===== src/rtl/pll_reconfig_pkg.sv =====
// ---------------------------------------------------------------------------
// pll_reconfig_pkg
// Shared definitions for the PLL reconfiguration scan path: chain length,
// Avalon register map shared with the writer, status bit positions, the
// responder FSM state type and a helper that slices the captured chain into
// the writer's 32-bit register image.
// ---------------------------------------------------------------------------
package pll_reconfig_pkg;

    localparam int unsigned CHAIN_BITS = 144;

    // Register map (word addresses), identical on the writer side
    localparam logic [2:0]  STATUS     = 3'd0;
    localparam logic [2:0]  DATA_START = 3'd1;
    localparam int unsigned DATA_REGS  = 5;

    // Status word bit positions
    localparam int unsigned ST_LOCKED       = 0;
    localparam int unsigned ST_COUNT_ERR    = 1;
    localparam int unsigned ST_BUSY         = 2;
    localparam int unsigned ST_LAST_CNT_LSB = 8;
    localparam int unsigned ST_UPD_CNT_LSB  = 24;

    typedef enum logic [1:0] {
        S_IDLE,
        S_SHIFT,
        S_RECONF
    } state_e;

    // Word idx (0 = first data register) of the register image. The chain is
    // MSB-first across the words; the last word carries 16 chain bits in its
    // upper half and zero padding below.
    function automatic logic [31:0] cfg_word(input logic [CHAIN_BITS-1:0] cfg,
                                             input logic [2:0]            idx);
        logic [CHAIN_BITS+15:0] padded;
        logic [31:0]            w;
        padded = {cfg, 16'h0000};
        w      = '0;
        case (idx)
            3'd0:    w = padded[159:128];
            3'd1:    w = padded[127:96];
            3'd2:    w = padded[95:64];
            3'd3:    w = padded[63:32];
            3'd4:    w = padded[31:0];
            default: w = '0;
        endcase
        return w;
    endfunction

endpackage


===== src/rtl/pll_lock_model.sv =====
// ---------------------------------------------------------------------------
// pll_lock_model
// Models PLL lock acquisition. While areset is high the PLL is unlocked and
// the lock timer is held at its reload value; once areset falls, locked
// rises LOCK_DLY edges after the first edge that samples areset low.
//
// Ports:
//   clk_i     in  clock
//   rst_ni    in  synchronous active-low reset
//   areset_i  in  PLL reset from the controller
//   locked_o  out modelled lock indication (registered)
// ---------------------------------------------------------------------------
module pll_lock_model #(
    parameter int unsigned LOCK_DLY = 64
) (
    input  logic clk_i,
    input  logic rst_ni,
    input  logic areset_i,
    output logic locked_o
);

    localparam logic [15:0] RELOAD = 16'(LOCK_DLY - 1);

    logic [15:0] cnt_q;
    logic        areset_q;
    logic        locked_q;

    // The counter is also reloaded on the first edge that samples areset low
    // (areset_q still high), so counting starts on the following edge and the
    // rise lands exactly LOCK_DLY edges after that first low sample. Reset
    // presets areset_q so reset release behaves like an areset fall.
    always_ff @(posedge clk_i) begin
        if (!rst_ni) begin
            cnt_q    <= RELOAD;
            areset_q <= 1'b1;
            locked_q <= 1'b0;
        end else begin
            areset_q <= areset_i;
            if (areset_i || areset_q) begin
                cnt_q <= RELOAD;
                if (areset_i) begin
                    locked_q <= 1'b0;
                end
            end else if (cnt_q == 16'd0) begin
                locked_q <= 1'b1;
            end else begin
                cnt_q <= cnt_q - 16'd1;
            end
        end
    end

    assign locked_o = locked_q;

endmodule


===== src/rtl/pll_scanchain_responder.sv =====
// ---------------------------------------------------------------------------
// pll_scanchain_responder
// PLL side of the dynamic-reconfiguration scan interface. Shifts in the
// serial configuration stream, latches it on configupdate, signals scandone
// after a fixed delay and models PLL lock under areset. The captured chain,
// shift count, update count and error/lock/busy status are readable over an
// Avalon-MM slave for end-to-end checking of the reconfiguration path.
//
// Ports:
//   clk_i                   in  clock, also the scan clock
//   rst_ni                  in  synchronous active-low reset
//   avalon_s_writedata      in  write data
//   avalon_s_readdata       out combinational read data (0 when not reading)
//   avalon_s_address        in  word address
//   avalon_s_byteenable     in  byte enables
//   avalon_s_write/read/chipselect in Avalon strobes
//   avalon_s_waitrequest_n  out always 1
//   areset                  in  PLL reset
//   scanclkena              in  shift enable
//   scandata                in  serial data, first bit lands in chain bit 0
//   configupdate            in  apply strobe
//   scandone                out reconfiguration complete (level)
//   locked                  out modelled PLL lock
// ---------------------------------------------------------------------------
module pll_scanchain_responder
    import pll_reconfig_pkg::*;
#(
    parameter int unsigned SCANDONE_DLY = 16,
    parameter int unsigned LOCK_DLY     = 64
) (
    input  logic        clk_i,
    input  logic        rst_ni,
    input  logic [31:0] avalon_s_writedata,
    output logic [31:0] avalon_s_readdata,
    input  logic [2:0]  avalon_s_address,
    input  logic [3:0]  avalon_s_byteenable,
    input  logic        avalon_s_write,
    input  logic        avalon_s_read,
    input  logic        avalon_s_chipselect,
    output logic        avalon_s_waitrequest_n,
    input  logic        areset,
    input  logic        scanclkena,
    input  logic        scandata,
    input  logic        configupdate,
    output logic        scandone,
    output logic        locked
);

    localparam logic [7:0] CHAIN_CNT = 8'(CHAIN_BITS);
    localparam logic [7:0] DONE_LOAD = 8'(SCANDONE_DLY - 1);

    state_e                state_q;
    logic [CHAIN_BITS-1:0] sr_q;
    logic [CHAIN_BITS-1:0] active_cfg_q;
    logic [7:0]            bitcnt_q;
    logic [7:0]            last_cnt_q;
    logic [7:0]            upd_cnt_q;
    logic [7:0]            dly_q;
    logic                  scandone_q;
    logic                  count_err_q;
    logic                  count_err_d;
    logic                  err_set;
    logic                  err_clr;
    logic                  lock_w;
    logic [31:0]           status_w;
    logic [31:0]           rdata_w;
    logic [2:0]            word_idx;
    logic                  unused_ok;

    // -----------------------------------------------------------------------
    // Lock model
    // -----------------------------------------------------------------------
    pll_lock_model #(
        .LOCK_DLY (LOCK_DLY)
    ) u_lock (
        .clk_i    (clk_i),
        .rst_ni   (rst_ni),
        .areset_i (areset),
        .locked_o (lock_w)
    );

    // -----------------------------------------------------------------------
    // Sticky protocol error: update outside a shift sequence, wrong bit count
    // at update, or any strobe while the reconfiguration is in progress.
    // A set in the same cycle as a software clear wins.
    // -----------------------------------------------------------------------
    always_comb begin
        err_set = 1'b0;
        case (state_q)
            S_IDLE:   err_set = configupdate;
            S_SHIFT:  err_set = configupdate && (bitcnt_q != CHAIN_CNT);
            S_RECONF: err_set = configupdate || scanclkena;
            default:  err_set = 1'b0;
        endcase
    end

    assign err_clr = avalon_s_chipselect && avalon_s_write &&
                     (avalon_s_address == STATUS) &&
                     avalon_s_byteenable[0] && avalon_s_writedata[1];

    assign count_err_d = err_set | (count_err_q & ~err_clr);

    // -----------------------------------------------------------------------
    // Scan FSM. configupdate has priority over scanclkena, so a bit presented
    // together with the update is neither shifted nor counted.
    // -----------------------------------------------------------------------
    always_ff @(posedge clk_i) begin
        if (!rst_ni) begin
            state_q      <= S_IDLE;
            sr_q         <= '0;
            active_cfg_q <= '0;
            bitcnt_q     <= '0;
            last_cnt_q   <= '0;
            upd_cnt_q    <= '0;
            dly_q        <= '0;
            scandone_q   <= 1'b0;
            count_err_q  <= 1'b0;
        end else begin
            count_err_q <= count_err_d;
            case (state_q)
                S_IDLE: begin
                    if (!configupdate && scanclkena) begin
                        sr_q       <= {scandata, sr_q[CHAIN_BITS-1:1]};
                        bitcnt_q   <= 8'd1;
                        scandone_q <= 1'b0;
                        state_q    <= S_SHIFT;
                    end
                end
                S_SHIFT: begin
                    if (configupdate) begin
                        active_cfg_q <= sr_q;
                        last_cnt_q   <= bitcnt_q;
                        dly_q        <= DONE_LOAD;
                        state_q      <= S_RECONF;
                    end else if (scanclkena) begin
                        sr_q <= {scandata, sr_q[CHAIN_BITS-1:1]};
                        if (bitcnt_q != 8'hFF) begin
                            bitcnt_q <= bitcnt_q + 8'd1;
                        end
                    end
                end
                S_RECONF: begin
                    if (dly_q == 8'd0) begin
                        scandone_q <= 1'b1;
                        upd_cnt_q  <= upd_cnt_q + 8'd1;
                        state_q    <= S_IDLE;
                    end else begin
                        dly_q <= dly_q - 8'd1;
                    end
                end
                default: state_q <= S_IDLE;
            endcase
        end
    end

    // -----------------------------------------------------------------------
    // Avalon read path (combinational)
    // -----------------------------------------------------------------------
    always_comb begin
        status_w                            = '0;
        status_w[ST_LOCKED]                 = lock_w;
        status_w[ST_COUNT_ERR]              = count_err_q;
        status_w[ST_BUSY]                   = (state_q != S_IDLE);
        status_w[ST_LAST_CNT_LSB +: 8]      = last_cnt_q;
        status_w[ST_UPD_CNT_LSB +: 8]       = upd_cnt_q;
    end

    assign word_idx = avalon_s_address - DATA_START;

    always_comb begin
        rdata_w = '0;
        if (avalon_s_chipselect && avalon_s_read) begin
            if (avalon_s_address == STATUS) begin
                rdata_w = status_w;
            end else if (word_idx < 3'(DATA_REGS)) begin
                rdata_w = cfg_word(active_cfg_q, word_idx);
            end
        end
    end

    assign avalon_s_readdata      = rdata_w;
    assign avalon_s_waitrequest_n = 1'b1;
    assign scandone               = scandone_q;
    assign locked                 = lock_w;

    // Write data and byte lanes beyond the clear bit carry no function.
    assign unused_ok = ^{avalon_s_byteenable[3:1], avalon_s_writedata[31:2],
                         avalon_s_writedata[0]};

endmodule


===== config.mk =====
export PLATFORM = sky130hd
export DESIGN_NAME = pll_scanchain_responder
export DESIGN_NICKNAME = d
export VERILOG_FILES = /design/src/rtl/pll_reconfig_pkg.sv /design/src/rtl/pll_lock_model.sv /design/src/rtl/pll_scanchain_responder.sv
export SDC_FILE = /design/constraint.sdc
export NUM_CORES = 1
export LEC_CHECK = 0
export ABC_AREA = 1
export BUFFER_PORTS_ARGS = -buffer_cell sky130_fd_sc_hd__buf_2
export CAP_MARGIN = 20
export CORE_AREA = 2 2 190 192
export DETAILED_ROUTE_END_ITERATION = 7
export DIE_AREA = 0 0 192 194
export GPL_TIMING_DRIVEN = 1
export PLACE_DENSITY = 0.54
export RECOVER_POWER = 25
export SLEW_MARGIN = 10
export SYNTH_ARGS = -nofsm -noshare
export SYNTH_HDL_FRONTEND = slang
export SYNTH_SLANG_ARGS = --single-unit

===== constraint.sdc =====
create_clock -name clk_i -period 4.15 [get_ports clk_i]
set_input_delay 0.2075 -clock clk_i [delete_from_list [all_inputs] [get_ports clk_i]]
set_output_delay 0.2075 -clock clk_i [all_outputs]
set_load 0.01 [all_outputs]

Word-level counts from Yosys, hierarchy flattened

Index checks and enable logic that the tools add are counted.

Flip-flop bits (word level): 342
Output and inout bits: 35
Logic and storage cells: 94

Add/subtract/negate cells: 5
Order comparisons: 1
Equal/unequal tests: 16
Mux-type cells: 27
Bitwise logic cells: 4
Reduce and logical (&&, ||, !) cells: 29

Operators by type and width:

| operator                | number |
|---|---|
| $mux W144               | 3 |
| $pmux W144 S2           | 1 |
| $pmux W32 S5            | 1 |
| $mux W32                | 3 |
| $mux W8                 | 6 |
| $pmux W8 S2             | 2 |
| $add A8 B1 Y8 const B   | 2 |
| $logic_not A16 Y1       | 1 |
| $ne A2 B2 Y1 const B    | 8 |
| $ne A8 B8 Y1 const B    | 2 |
| $sub A16 B1 Y16 const B | 1 |
| $reduce_bool A2 Y1      | 5 |
| $reduce_and A3 Y1       | 3 |
| $logic_not A8 Y1        | 1 |
| $sub A8 B1 Y8 const B   | 1 |
| $logic_and A1 B1 Y1     | 7 |
| $eq A3 B2 Y1 const B    | 2 |
| $logic_not A3 Y1        | 2 |
| $mux W2                 | 3 |
| $pmux W2 S3             | 1 |
| $reduce_and A2 Y1       | 3 |
| $mux W1                 | 5 |
| $reduce_and A5 Y1       | 1 |
| $reduce_and A4 Y1       | 1 |
| 15 further kinds        | 17 |

Logic depth before layout (Yosys ltp)

Gate-level depths: netlist of run 1.

Word-level depth: 7
Mapped depth: 14
Depth with buffers taken out: 13

Modules after synthesis

From an unflattened synthesis of run 1, not the netlist that was laid out.

Cells, all modules: 1,938
Area total of the unflattened synthesis: 14,018.4 um^2

By module, submodules not included:

| module                  | instances | cells each | area each (um^2) | sequential area each (um^2) |
|---|---|---|---|---|
| pll_scanchain_responder | 1         | 1,806      | 13,093.8         | 6,486.2 |
| pll_lock_model          | 1         | 132        | 924.6            | 360.3 |

Worst setup path after synthesis of run 1

Ideal clock, no wire load.

Path kind: input to output
From: input port avalon_s_address[0]
To: output port avalon_s_readdata[4]
Arrival time: 1,460 ps
Data required time: 3,943 ps
Path slack: 2,483 ps
Stages on the path: 11
Path buffers: 2
Path through: inv_1 ha_1 inv_1 nand2_1 nand2_2 nand2_1 buf_4 buf_2 o22ai_1 nor2_1 nor2_1

Cells in the longest elaborated chain, start to end: 6
Elaborated cells between the ends (all ways): 12
Those cells by class: 1 x add/sub; 1 x order compare; 4 x eq/ne; 4 x mux; 2 x reduce/logical

Ends and longest elaborated chain:

| item                                 | RTL line                       | RTL |
|---|---|---|
| start: declaration                   | pll_scanchain_responder.sv:35  | `input logic [2:0] avalon_s_address,` |
| $sub A3 B1 Y3                        | pll_scanchain_responder.sv:168 | `assign word_idx = avalon_s_address - DATA_START;` |
| $eq A3 B3 Y1 (tied with other cells) | pll_reconfig_pkg.sv:39         | `case (idx)` |
| $pmux W32 S5                         | pll_reconfig_pkg.sv:39         |  |
| $mux W32                             | pll_scanchain_responder.sv:175 | `end else if (word_idx < 3'(DATA_REGS)) begin` |
| $mux W32 *                           | pll_scanchain_responder.sv:173 | `if (avalon_s_address == STATUS) begin` |
| $mux W32 *                           | pll_scanchain_responder.sv:172 | `if (avalon_s_chipselect && avalon_s_read) begin` |
| end: declaration                     | pll_scanchain_responder.sv:34  | `output logic [31:0] avalon_s_readdata,` |

Mark *: on every way between the ends. The rest lies on a longest branch, timed or not.

Final worst setup path of run 1

From: input port configupdate
To: register sr_q[101]

Cells in the longest elaborated chain, start to end: 4
Elaborated cells between the ends (all ways): 5
Those cells by class: 2 x eq/ne; 3 x reduce/logical

Ends and longest elaborated chain:

| item                          | RTL line                       | RTL |
|---|---|---|
| start: declaration            | pll_scanchain_responder.sv:44  | `input logic configupdate,` |
| $logic_not A1 Y1              | pll_scanchain_responder.sv:122 | `if (!configupdate && scanclkena) begin` |
| $logic_and A1 B1 Y1           | pll_scanchain_responder.sv:122 |  |
| $ne A2 B2 Y1 (no line)        | n/a                            |  |
| $reduce_and A4 Y1 (no line) * | n/a                            |  |
| end signal: assignment        | pll_scanchain_responder.sv:123 | `sr_q <= {scandata, sr_q[CHAIN_BITS-1:1]};` |
| end signal: assignment        | pll_scanchain_responder.sv:136 | `sr_q <= {scandata, sr_q[CHAIN_BITS-1:1]};` |
| end: declaration              | pll_scanchain_responder.sv:53  | `logic [CHAIN_BITS-1:0] sr_q;` |

Marked as above.
A chain may end at the register's enable or synchronous reset.

==> results of run 1 <==
-- area by class of cell --
| class | instances | share of cell area [%] |
|---|---|---|
| Sequential cell | 342 | 43.79 |
| Clock buffer | 61 | 7.682 |
| Inverter | 115 | 2.809 |
| Multi-Input combinational cell | 1370 | 38.78 |
| Clock inverter | 8 | 0.7362 |
| Timing Repair Buffer | 66 | 2.521 |
| Tap cell | 461 | 3.689 |
-- sequential cells by signal, indices dropped and copies added (netlist names) --
| signal | cells |
|---|---|
| state_q | 2 |
| sr_q | 144 |
| bitcnt_q | 8 |
| upd_cnt_q | 8 |
| u_lock.cnt_q | 16 |
| count_err_q | 1 |
| dly_q | 8 |
| last_cnt_q | 8 |
| scandone | 1 |
| u_lock.locked_o | 1 |
| u_lock.areset_q | 1 |
| active_cfg_q | 144 |
-- worst max-delay path by stage --
| stage | startpoint | endpoint | slack [ns] |
|---|---|---|---|
| 3_3_place_gp | avalon_s_address[0] | avalon_s_readdata[26] | 1.60 |
| 4_1_cts | avalon_s_address[0] | avalon_s_readdata[8] | 1.55 |
| 2_1_floorplan | avalon_s_address[0] | avalon_s_readdata[4] | 2.48 |
| 3_5_place_dp | avalon_s_address[0] | avalon_s_readdata[8] | 1.55 |
| 5_1_grt | configupdate | sr_q[101] | 0.87 |
| 6_report | configupdate | sr_q[101] | 1.15 |
-- routing by layer --
metal  up-vias  share of wire [%]  track usage, %
met5         -                  0               0
met4         0                1.5           4.354
met3        43                4.1           2.661
met2       217                 42           29.70
met1      5544                 52           29.54
li1       6204                  -               -
-- cells by family after synthesis --
logic type	count (synthesis)
flip-flops	342
other	1
AND/OR/NAND/NOR	899
adder cells (fa/ha/maj)	12
buffers and inverters	230
XOR/XNOR	17
AO/OA/AOI/OAI	441
-- placed cells by master, fill, tap and decap left out, types with 2 or more instances in the layout --
cell           Yosys  routed
a21oi_1           83      83
buf_2             47      42
buf_4              4      12
bufinv_16          0       3
clkbuf_1          62      15
clkbuf_16          0      41
clkbuf_8           0      10
clkinv_2           0       5
dfxtp_1          342     342
dlygate4sd3_1      0       5
ha_1              12      12
inv_1            106     109
inv_2              9       4
nand2_1          256     257
nand2_2            5       4
nand3_1           28      28
nand3b_1           2       2
nand4_1           17      17
nor2_1           573     575
nor2_2             7       4
nor2_4             1       2
nor3_1             5       5
nor4_1             2       2
o211ai_1           5       5
o21ai_0          332     332
o21ai_1            4       4
o22ai_1           14      14
xnor2_1            9       9
xor2_1             8       8
-- critical path: stages --
cell and delay, ns:
dlygate4sd3_1 0.53, clkbuf_1 0.12, inv_1 0.10, nand2_1 0.08
nor2_1 0.07, inv_4 0.65, clkbuf_2 1.29, nor2_1 0.20
nor2_1 0.17
-- metrics by stage --
stage / cells / hold WS (ns) / utilization, %
floorplan: 1942 / 0.2972 / -
global placement: 2349 / 0.4167 / 40.65
detailed placement: 2349 / 0.4255 / 40.65
CTS: 2423 / 0.05912 / 44.53
global route: 2423 / 0.09731 / 44.39
finish: 2423 / 0.08281 / 44.39
-- power groups by stage --
stage | registers (W) | logic [W] | clock network, W
detailed placement | 0.00361 | 0.000474 | 0
global route | 0.00356 | 0.000552 | 0.00373
floorplan | 0.00358 | 0.000356 | 0
global placement | 0.00361 | 0.000468 | 0
finish | 0.00355 | 0.000477 | 0.00350
CTS | 0.00354 | 0.000481 | 0.00358
==> results.txt, run 1 <==
Max frequency: 0.3331 GHz
Min cycle time layout: 3.002 ns
Number of H-tree levels: 2
Comb pwr share: 6.3%
Max_cap viols: 1
Cell Int Power: 0.005755 W
Status: finished with violations
Iter 0 DRT Violations: 760
Cts-stage hold buffer count: 5
CTS tree: built
Violated checks: max-capacitance violations, max-slew violations
Filler cells: 3652
Final hold vios: 0
Setup WS post-layout: 1.148 ns
Clk Latency, worst-skew pair: 0.52 ns
FP Rows: 69
P per Cell Area: 481.1 nW/um2
Drc violations: 0
Register Area: 6847 um2
Grt total ovfl: 0
Compound-Gate Fraction of Synth Area: 16.21%
Power after layout: 0.007523 W
Post-Syn Area: 13860 um2
Post-Syn Instances: 1942
CP required: 4.60 ns
Gpl congestion: 0.7997
Share of the synthesized area in the top cell type: 49.38%
DRT antenna net count: 0
Post-DP HPWL: 20980 um
Switching share of power: 23.49%
Final Cell Area: 15640 um2
Class of the worst hold path: in -> reg
Leading area contributor after synthesis: dfxtp_1
Asr flop ratio synth: 0%
Commonest cells post-synth: 573 x nor2_1, 342 x dfxtp_1, 332 x o21ai_0
CP endpoint kind: flop
Ratio of cells with drive above 1 in the final layout: 6.728%
Slew Limit Fails: 70
IO Port Bufs: 47
Initial Utilization: 39.36%
Reg2Reg Depth: 5
Sequential area share after synthesis: 49.38%
Leakage: 6.876 nW
Die Ht: 194 um
Actual slew at the worst max-slew pin: 1.576 ns
Power share of the clock group: 46.5%
Placement Setup Slack: 1.550 ns
CTS Buf Count: 39
First-pass GRT wire length: 59770 um
Post-Synth Simple-Gate Area: 25.36%
Arr. time, crit path: 3.46 ns
Worst r2r src: state_q[1]
Hold_sp: scanclkena
Synth Flop Type: dfxtp_1
Cts repair resizes: 0
Sequential Power Share: 47.1%
Routed WL: 36260 um
Area after DPL: 14320 um2
Pre-antenna DRT Iters: 4
Post-synthesis xor/xnor area fraction: 1.074%
Critical path class: in -> reg
Clock tree buffer depth: 3
Multi-input gate area: 6063 um2
Drt wl/cell: 14.97 um
Root Buffer: clkbuf_16
Via-to-Cell Ratio: 4.956
Mapped Avg Cell Area: 7.139 um2
Largest family of logic cells by synthesized area: simple AND/OR/NAND/NOR gates
Syn nets: 2002
Clock sinks: 342
Reg2reg setup slack: 1.22 ns
Portion of netlist area occupied by mux cells: 0%
Reg clk slew, reported paths: 0.06 ns
Vias in the first global route: 11390
Reg2reg end: sr_q[101]
Initial antenna violation count: 0
Worst VDD drop: 0.0003527 V
Inserted Diodes: 0
Fin nets: 1994
Pin count of the biggest net entering global routing: 300
Net Switching: 0.001767 W
Area grow syn2layout: 12.78%
Synth area leaders: dfxtp_1 49%, nor2_1 16%, o21ai_0 12%
Hold Crit Depth: 4
Rel. slew slack: -5.043%
Netlist cell types: 32
RSZ-0062 raised after global routing: false
Core area: 35220 um2
Via count of the routed design: 12010
Die X: 192 um
Most used standard cell by instance count after synthesis: nor2_1
Io pins: 83
Tot GR Track Use: 19.63%
Setup tns final: 0 ns
Post-CTS Setup Bufs: 0
Die area: 37250 um2
Clk_skew: 0.01245 ns
Crit-path max FO: 77
Worst setup SP type: primary input
Synth Warn #: 0
Number of register bits inferred by synthesis: 342
Fin crit share: 72.35%
EDFF count, synth: 0
Adder-cell share of the synthesized area: 1.083%
Hold worst-path end: scandone
Final setup viols: 0
Power figures use the tool's default switching activity.
==> run 2, diff against run 1 <==
==> constraint.sdc (replaced) <==
create_clock -name clk_i -period 2.92 [get_ports clk_i]
set_input_delay 0.146 -clock clk_i [delete_from_list [all_inputs] [get_ports clk_i]]
set_output_delay 0.146 -clock clk_i [all_outputs]
set_load 0.01 [all_outputs]
==> run 2 against run 1 <==
  * The flow still finishes with violations (max-capacitance violations, max-slew violations)
  * Clock skew increased by 0.0019 ns
  * Global-route usage down 0.20 points
  * Register-to-register slack got worse by 0.70 ns
  * Die area unchanged
  * Clock power up 43%
  * Combinational power increased by 46%
  * Sequential share of layout area shrank 0.42 points
  * Utilization up 0.43 points
  * Non-clock buffer count increased by 11
  * Final cell count rose by 0.54%
  * Wire length grew 0.40%
  * Sequential power is 42% higher
  * Critical path type is now in -> out
  * Critical endpoint is now avalon_s_readdata[4]
  * Largest power group unchanged
==> results.txt, run 2 (synthesis gave the netlist of run 1 again) <==
Actual slew at the worst max-slew pin: 1.931 ns
Filler cells: 3615
Via count of the routed design: 12080
Reg2Reg Depth: 5
Routed WL: 36410 um
Drt wl/cell: 14.95 um
Drc violations: 0
Cts-stage hold buffer count: 5
Fin crit share: 82.51%
Hold_sp: avalon_s_write
Crit-path max FO: 11
Comb pwr share: 6.5%
Crit-path max cell delay: 0.29 ns
Critical path class: in -> out
Setup WS post-layout: 0.5107 ns
Clock sinks: 342
Root Buffer: clkbuf_16
Violated checks: max-capacitance violations, max-slew violations
DRT antenna net count: 0
Tot GR Track Use: 19.42%
Worst r2r src: state_q[0]
Worst setup SP type: primary input
IO Port Bufs: 47
Placed Cells incl. Taps: 2360
Rel. slew slack: -28.77%
Hold Crit Depth: 4
Multi-input gate area: 6068 um2
Reg2reg end: active_cfg_q[136]
Class of the worst hold path: in -> reg
Area after DPL: 14450 um2
Top flop regs: active_cfg_q: 144 flops, sr_q: 144 flops, u_lock.cnt_q: 16 flops
Area grow syn2layout: 13.88%
CP endpoint kind: primary output
Slew Limit Fails: 299
Post-DP HPWL: 21580 um
Die Ht: 194 um
Via-to-Cell Ratio: 4.958
Crit-path cells: buf_2, inv_1, ha_1, inv_1, nand2_1, nand2_2, nand2_1, buf_4, nand2_1, nor2_1, nor2_1, buf_4, inv_1, nor2_1, buf_2
P per Cell Area: 679.8 nW/um2
Ratio of cells with drive above 1 in the final layout: 7.797%
First-pass GRT wire length: 59110 um
Initial antenna violation count: 0
Inserted Diodes: 0
Cell Int Power: 0.008178 W
Arr. time, crit path: 2.26 ns
Critical Path Slowest Stage Cell: nand2_1
CTS tree: built
Register Area: 6847 um2
Pin count of the biggest net entering global routing: 299
Io pins: 83
Max_cap viols: 1
Post-CTS Setup Bufs: 0
Fin util: 44.82%
CP top delay family: buffers and inverters
Power share of the clock group: 46.6%
Reg clk slew, reported paths: 0.06 ns
Net Switching: 0.002556 W
CP required: 2.77 ns
Clk_skew: 0.01434 ns
Clk Latency, worst-skew pair: 0.52 ns
Die area: 37250 um2
CTS Buf Count: 39
Grt total ovfl: 0
Hold worst-path end: count_err_q
Placement Setup Slack: 0.5471 ns
Iter 0 DRT Violations: 847
Min cycle time layout: 2.409 ns
Die X: 192 um
CP bufs+invs: 7
RSZ-0062 raised after global routing: false
Fin nets: 2005
Core area: 35220 um2
Setup tns final: 0 ns
Max frequency: 0.4151 GHz
Final Cell Area: 15790 um2
Number of H-tree levels: 2
Pre-antenna DRT Iters: 7
Status: finished with violations
Final setup viols: 0
Reg2reg setup slack: 0.52 ns
Switching share of power: 23.81%
Gpl congestion: 0.7889
FP Rows: 69
Sequential Power Share: 46.9%
Commonest cells after routing, fill and taps aside: 574 x nor2_1, 342 x dfxtp_1, 332 x o21ai_0
Worst VDD drop: 0.0004383 V
Final hold vios: 0
Leakage: 6.966 nW
Vias in the first global route: 11080
Layout Cells excl Fill: 2436
Clock tree buffer depth: 3
Initial Utilization: 39.36%
Most common cell after layout, fill and taps aside: nor2_1
Cts repair resizes: 0
run 2: changes by cell type in the layout (fill, tap and decap cells not counted), sizes merged:
cell / previous run / this run
clkbuf: 67 / 61
inv: 115 / 116
clkinv: 5 / 9
buf: 55 / 69
run 2: cell type report:
cell class	instances	area share [%]
well taps	461	3.653
clock inverters	13	0.9351
clock buffers	58	7.473
flip-flops and latches	342	43.36
multi-input cells	1370	38.43
repair buffers	77	3.360
inverters	115	2.782
run 2: worst min-delay path: cells and delay by family:
family | cells | cell delay, ns
and+or+nand+nor | 1 | 0.05
AOI/OAI and AO/OA | 2 | 0.21
buffers and inverters | 1 | 0.09
run 2: how the worst max path moves through the flow:
stage	startpoint	end	slack, ns	cells after the start
after detailed placement	avalon_s_address[0]	avalon_s_readdata[4]	0.55	15
after floorplan	avalon_s_address[0]	avalon_s_readdata[4]	1.38	11
after global placement	avalon_s_address[0]	avalon_s_readdata[3]	0.65	15
final	avalon_s_address[0]	avalon_s_readdata[4]	0.51	15
after CTS	avalon_s_address[0]	avalon_s_readdata[4]	0.54	15
after global routing	state_q[0]	active_cfg_q[60]	0.23	5
run 2: through the flow:
stage / power (W) / hold slack (ns)
6_report: 0.01073 / 0.02106
5_1_grt: 0.01118 / 0.04897
3_5_place_dp: 0.005824 / 0.3578
4_1_cts: 0.01086 / 0.009779
2_1_floorplan: 0.005597 / 0.2357
3_3_place_gp: 0.005815 / 0.3553
run 2: power groups by stage:
| stage | registers (W) | clock network [W] | logic, W |
|---|---|---|---|
| 2_1_floorplan | 0.00509 | 0 | 0.000506 |
| 3_3_place_gp | 0.00513 | 0 | 0.000681 |
| 3_5_place_dp | 0.00513 | 0 | 0.000690 |
| 4_1_cts | 0.00504 | 0.00513 | 0.000701 |
| 5_1_grt | 0.00506 | 0.00532 | 0.000800 |
| 6_report | 0.00504 | 0.00500 | 0.000695 |
run 2: routing by layer:
layer  global-route usage, %  share of wire (%)  vias up
met5                       0                  0        -
met4                   3.732                1.2        0
met3                   2.950                4.5       33
met2                   28.93                 42      220
met1                   29.62                 52     5595
li1                        -                  -     6229
